`src/rtl/fir_inv_4t.sv`:
```
// fir_inv_4t
// Inverse (deconvolution) filter for the 4-tap FIR with coefficients
// h = {1,2,3,4}, i.e. y[n] = x[n] + 2x[n-1] + 3x[n-2] + 4x[n-3] mod 2^19.
// The block recovers x[n] = y[n] - 2x[n-1] - 3x[n-2] - 4x[n-3] (mod 2^19)
// with a serial MAC: one subtraction per state, 1 sample per 4 cycles.
//
// Ports:
//   clk       in   clock, all state updates on posedge
//   rst       in   synchronous active-high reset
//   in_valid  in   y_in holds a valid filtered sample
//   in_ready  out  high only in IDLE; a sample is accepted on in_valid & in_ready
//   y_in      in   [18:0] filtered sample y[n], unsigned mod 2^19
//   out_valid out  one-cycle pulse, x_out holds a recovered sample
//   x_out     out  [15:0] recovered sample x[n], held between pulses
//   err       out  sticky range-error flag
//
// Optional feature: define FIR_INV_RANGE_CHK_EN to build the range check.
// When defined, err is set (and held until rst) whenever a recovered value
// has any of bits [18:16] set. When undefined, err is tied to 0.

module fir_inv_4t (
  input  logic        clk,
  input  logic        rst,
  input  logic        in_valid,
  output logic        in_ready,
  input  logic [18:0] y_in,
  output logic        out_valid,
  output logic [15:0] x_out,
  output logic        err
);

  localparam logic [1:0] IDLE = 2'd0;
  localparam logic [1:0] S1   = 2'd1;
  localparam logic [1:0] S2   = 2'd2;
  localparam logic [1:0] S3   = 2'd3;

  logic [1:0]  state;
  logic [18:0] acc;
  logic [18:0] h1;
  logic [18:0] h2;
  logic [18:0] h3;

  logic [18:0] two_h1;
  logic [18:0] three_h2;
  logic [18:0] four_h3;
  logic [18:0] r;

  // Coefficient products built from shifts and one add; everything is
  // mod 2^19, so the bits shifted out the top are simply dropped.
  always_comb begin
    two_h1   = {h1[17:0], 1'b0};
    three_h2 = h2 + {h2[17:0], 1'b0};
    four_h3  = {h3[16:0], 2'b00};
    r        = acc - four_h3;
  end

  assign in_ready = (state == IDLE);

  // Main FSM and MAC datapath. The S3 edge finishes the subtraction chain,
  // publishes the result and shifts the history, so a sample accepted in
  // the following (out_valid) cycle already sees the updated history.
  always_ff @(posedge clk) begin
    if (rst) begin
      state     <= IDLE;
      acc       <= '0;
      h1        <= '0;
      h2        <= '0;
      h3        <= '0;
      x_out     <= '0;
      out_valid <= 1'b0;
    end else begin
      out_valid <= 1'b0;
      case (state)
        IDLE: begin
          if (in_valid) begin
            acc   <= y_in;
            state <= S1;
          end
        end
        S1: begin
          acc   <= acc - two_h1;
          state <= S2;
        end
        S2: begin
          acc   <= acc - three_h2;
          state <= S3;
        end
        S3: begin
          x_out     <= r[15:0];
          out_valid <= 1'b1;
          h3        <= h2;
          h2        <= h1;
          h1        <= r;
          state     <= IDLE;
        end
        default: state <= IDLE;
      endcase
    end
  end

`ifdef FIR_INV_RANGE_CHK_EN
  // Sticky range flag: a recovered value that does not fit in 16 bits
  // sets err until the next reset. The history still keeps all 19 bits.
  always_ff @(posedge clk) begin
    if (rst) begin
      err <= 1'b0;
    end else if (state == S3 && r[18:16] != 3'b000) begin
      err <= 1'b1;
    end
  end
`else
  assign err = 1'b0;
`endif

endmodule

```
`config.mk`:
```
export PLATFORM = sky130hd
export DESIGN_NAME = fir_inv_4t
export DESIGN_NICKNAME = d
export VERILOG_FILES = /design/src/rtl/fir_inv_4t.sv
export SDC_FILE = /design/constraint.sdc
export NUM_CORES = 1
export LEC_CHECK = 0
export CORE_ASPECT_RATIO = 1.25
export CORE_UTILIZATION = 60
export DETAILED_ROUTE_END_ITERATION = 10
export PLACE_DENSITY = 0.88
export SKIP_LAST_GASP = 1
export SLEW_MARGIN = 20
export SYNTH_ARGS = -nofsm -noshare
export SYNTH_HDL_FRONTEND = slang
export SYNTH_SLANG_ARGS = --single-unit
export TNS_END_PERCENT = 1
```
`constraint.sdc`:
```
create_clock -name clk -period 3.8 [get_ports clk]
set_input_delay 0.76 -clock clk [delete_from_list [all_inputs] [get_ports clk]]
set_output_delay 0.76 -clock clk [all_outputs]
set_load 0.05 [all_outputs]
```
### Word level (Yosys, flattened, before mapping)

Cells that the tools add are included.
W data, S select, Z words.

| word-level totals | value |
|---|---|
| output and inout bits | 19 |
| bits of input ports | 22 |
| flip-flop bits (word level) | 93 |

| operators by class | value |
|---|---|
| multiplexer cells | 5 |
| add/subtract/negate cells | 4 |
| reduce and logical (&&, ||, !) cells | 3 |
| eq/ne operators | 4 |

Operators with widths:

| cell | number |
|---|---|
| $pmux W19 S3 | 1 |
| $sub A19 B19 Y19 | 3 |
| $add A19 B19 Y19 | 1 |
| $mux W19 | 1 |
| $pmux W2 S4 | 1 |
| $eq A2 B2 Y1 const B | 2 |
| $reduce_bool A3 Y1 | 1 |
| $eq A2 B1 Y1 const B | 1 |
| $logic_not A2 Y1 | 1 |
| $mux W2 | 1 |
| $ne A2 B2 Y1 const B | 1 |
| $reduce_and A2 Y1 | 1 |
| $mux W1 | 1 |

### Longest topological paths before layout

| depth | value |
|---|---|
| word-level depth | 3 |
| mapped depth | 11 |

### Worst setup path after synthesis

Ideal clock, no wire load.

| path | value |
|---|---|
| path type | reg2reg |
| start | register x_out[0] (netlist name) |
| end | register acc[13] |
| cell stages (with the launch flop) | 11 |
| arrival time | 2.733 ns |
| slack | 0.932 ns |
| clock period less this slack | 2.868 ns |
| cell sequence | dfxtp_1 ha_1 inv_1 fa_1 a211oi_1 o21ai_2 a2111oi_4 o31ai_1 xor2_1 a211oi_1 a211oi_1 |

RTL lines:

| what | RTL line | source |
|---|---|---|
| end signal, assigned | 76 | `acc <= y_in;` |
| end signal, assigned | 81 | `acc <= acc - two_h1;` |
| end signal, assigned | 85 | `acc <= acc - three_h2;` |
| end, declared | 38 | `logic [18:0] acc;` |

### Worst setup path after layout

| path | value |
|---|---|
| start | register h2[1] |
| end | register acc[8] |

| between the ends | value |
|---|---|
| word-level cells in the longest chain between the ends | 3 |

Ends and longest elaborated chain:

| what | RTL line | source |
|---|---|---|
| start, declared | 40 | `logic [18:0] h2;` |
| start signal, assigned | 67 | `h2 <= '0;` |
| start signal, assigned | 92 | `h2 <= h1;` |
| $add A19 B19 Y19 | 52 | `three_h2 = h2 + {h2[17:0], 1'b0};` |
| $sub A19 B19 Y19 | 85 |  |
| $pmux W19 S3 | 73 | `case (state)` |

No other way between the ends.
A chain may end at the register's enable or synchronous reset.

==> results list <==
- The run finished with clean final reports.
* Reg-to-reg critical path startpoint: h2[1]
* Post-synthesis simple-gate area fraction: 0.168
* Combinational family with the most area after synthesis: compound AO/OA/AOI/OAI gates
- Of all flip-flops after synthesis, the portion carrying an async set or reset was 0.
- Flop and latch count out of synthesis: 65
- Share of cell area taken by muxes after synthesis: 0.0777
- Sum of buffers and inverters on the critical path: 1
* Remaining antenna violation count after routing: 0
* Cell count after placement: 758
- Gpl congestion: 0.868
- Global-route wire length before repair: roughly 22,000 um
- Biggest cell delay along the critical path: 480 ps
* Startpoint type of the worst setup path: register
* Final worst-path cycle share: 0.797
* Leading post-synthesis cells by instance count: 77 x nor2_1, 65 x dfxtp_1, 59 x inv_1
* Clk Latency, worst-skew pair: 360 ps
* Depth of the most critical reg-to-reg path: 10
- Cts hold-fix bufs: 0
- Along the worst path, the maximum fanout reaches 4.
- The floorplan has 37 rows.
- Max-slew violation total from the final report: 0
- Die outline area: 0.00921 mm^2
* Clock tree from TritonCTS: yes
* Worst Path Arrival: ~3300 ps
* Antenna violations before repair: 0
* Router iterations before antenna repair: 5
- Worst hold path class: reg2reg
- In this run, synthesis inferred 0 flip-flops with an integrated enable.
- Critical path's slowest cell: fa_1
* Yosys warning count: 0
* Final hold vios: 0
- The critical path ends at acc[8].
- The number of clock buffers added by TritonCTS is 9.
- Once layout is complete, the utilization of the core stands at 0.695.
- Cell type contributing the most total cell area after synthesis: dfxtp_1
- Synthesis-to-finish area growth: 9.94%
- GRT Residual Overflow: 0
- Slew at the pin closest to its max-slew limit: 783 ps
- Hold Startpoint: h3[4]
* Path length in cells of the critical path: 10
- STA puts the critical path data required time at 4020 ps.
- The clock drives between 60 and 70 sinks.
- In this run the vertical extent of the chip is 107 um.
- Worst setup path start: h2[1]
* Netlist area before placement: 0.00530 mm^2
- Final std cells w/o fill: roughly 770
- The H-tree was split into 3 levels.
- Family with the most delay on the worst path: compound AO/OA/AOI/OAI gates
- Wirelength, routed: between 10,000 and 15,000 um
- For this block, the via count after detailed routing is roughly 4,700.
- In this run the tool buffered the top-level ports with 36 buffer cells.
- The clock arrives with 6.29 ps of skew.
* Initial standard-cell utilization of the core: 0.632
- Of the total synthesized cell area, the portion taken by full adders, half adders and majority gates is 0.171.
- Setup violations remaining at the end of the flow were counted as 0.
* GRT Util Overall: 0.307
* Post-route setup TNS: 0 ps
* Worst r2r dst: acc[8]
- Of the post-synthesis cell area, the dominant cell type holds 0.246.
- The floorplan step defined a core boundary enclosing roughly 0.0084 mm^2.
* Initial drt markers: ~190
* Most instantiated library cell after synthesis: nor2_1
* Max-cap viol count: 0
- Startpoint-to-endpoint class of the critical path: reg2reg
- The synthesized netlist contains 70 unique library cells.
* Via density: 6.12
- The via count of the first global-routing pass was 4,787.
- In this run the post-CTS setup repair buffer count came out at 0.
- For this run, the leading register cell type out of synthesis is dfxtp_1.
- Headroom to the max-slew limit came out at 0.478.
- Most used cell, CP: o31a_1
* Synthesized area per cell: 8.45 um^2
* Width of the die: approximately 86 um
- In the final layout, the share of cells above drive strength 1 is 0.0518.
- Antenna diode count: 0
- After routing the design area is 0.00582 mm^2.
- Complex-gate fraction of the synthesized area: 0.212
- Gates resized during post-CTS repair numbered 0.
* Pwr per Cell Area: 857 mW/mm^2
* Max Fclk: roughly 330 MHz
- Share of the yosys chip area belonging to registers: 0.246
- The tightest hold path in the finished design has a slack of 497 ps.
- Post-placement cell area: 0.00564 mm^2
- The root buffer cell chosen for the clock tree is clkbuf_8.
- For this run, design rule violations remaining after detail routing come to 0.
- Of the total synthesized cell area, the portion taken by XOR and XNOR cells is 0.0430.
- After synthesis, the cell types taking the most area are dfxtp_1 25%, ha_1 11%, mux2i_1 7.6%.
- Synthesized netlist cell count: 627
* Final HPWL DP: 9800 um
- The net count of the finished layout is approximately 740.
* Top-level I/O count: 41
- The analysis attributes to cell leakage a power of between 0.002 and 0.0025 uW.
- Across all register-to-register paths, the minimum setup slack is 770 ps.
* CTS clock-pin slew for the worst setup and hold paths: 80 ps
- WL/cell: 17.0 um
- Pin count of the biggest net entering global routing: 58
- Setup repair after global routing left no endpoint under its margin.
* Setup crit end kind: register
- The critical path goes through inv_1 -> fa_1 -> ha_1 -> nor2b_4 -> o31a_1 -> o31a_1 -> o21a_1 -> or3_1 -> a32oi_1 -> a311oi_1.
- Bufs on Longest Clock Path: 2
* Post-synthesis net count: 712
* Worst IR drop on VDD: 666 uV
- Counting I/O delays and the setup requirement, the final critical path takes 3030 ps.
[worst min-delay path, stage by stage, from the launching register on]
cell,delay (ps)
dfxtp_1,330
mux2i_1,70
nor2_1,70
[cell type report]
| cell class | instances | area [um^2] |
|---|---|---|
| sequential | 65 | 1300 |
| fill | 655 | 2550 |
| clock inverter | 4 | 28.8 |
| clock buffer | 11 | 151 |
| tap | 117 | 146 |
| inverter | 60 | 225 |
| multi-input combinational | 474 | 3570 |
| timing repair buffer | 42 | 400 |
[metal layers]
layer / part of all wire / vias up / wire length [um] / GRT usage
li1: - / 2273 / - / -
met1: 0.40 / 2235 / 5280 / 0.355
met2: 0.50 / 169 / 6540 / 0.532
met3: 0.049 / 57 / 641 / 0.0439
met4: 0.053 / 0 / 699 / 0.182
met5: 0 / - / 0 / 0
[placed cells by master, fill, tap and decap left out, types with 15 or more instances in the layout]
master and n:
nor2_1 77, dfxtp_1 65, inv_1 59, ha_1 46, mux2i_1 40, clkdlybuf4s50_1 35, a21oi_1 32, nand2_1 31
o21ai_0 21, a211oi_1 18, fa_1 16, xnor2_1 15
[metrics by stage]
stage / setup slack, ps / power, uW
final: 772 / 4990
after floorplan: 932 / 3700
after global placement: 906 / 4200
after CTS: 791 / 4940
after detailed placement: 789 / 4340
after global routing: 636 / 5370
[worst min path at each step]
stage	endpoint	slack (ps)	cells after the start
after floorplan	h3[10]	460	2
after global placement	h3[10]	480	2
after detailed placement	h3[4]	480	2
after CTS	h3[4]	500	2
after global routing	h3[12]	540	2
final	h3[4]	500	2
[sequential cells by signal, summed over array words and instances (netlist names)]
| register | cells |
|---|---|
| state | 2 |
| h1 | 1 |
| acc | 16 |
| h2 | 16 |
| out_valid | 1 |
| h3 | 14 |
| x_out | 15 |
[power by group]
group          internal [uW]  leakage, uW  switching, uW
registers                792     0.000528            163
clock network            269    0.0000874            297
logic                   1440      0.00150           2030
total                   2500      0.00212           2490
[cell families after synthesis]
| group | after synthesis |
|---|---|
| AOI/OAI and AO/OA | 157 |
| other | 1 |
| and+or+nand+nor | 186 |
| muxes | 41 |
| DFF | 65 |
| buffers and inverters | 88 |
| xor gates and xnor gates | 26 |
| adders and majority gates | 63 |
Power figures use the tool's default switching activity.
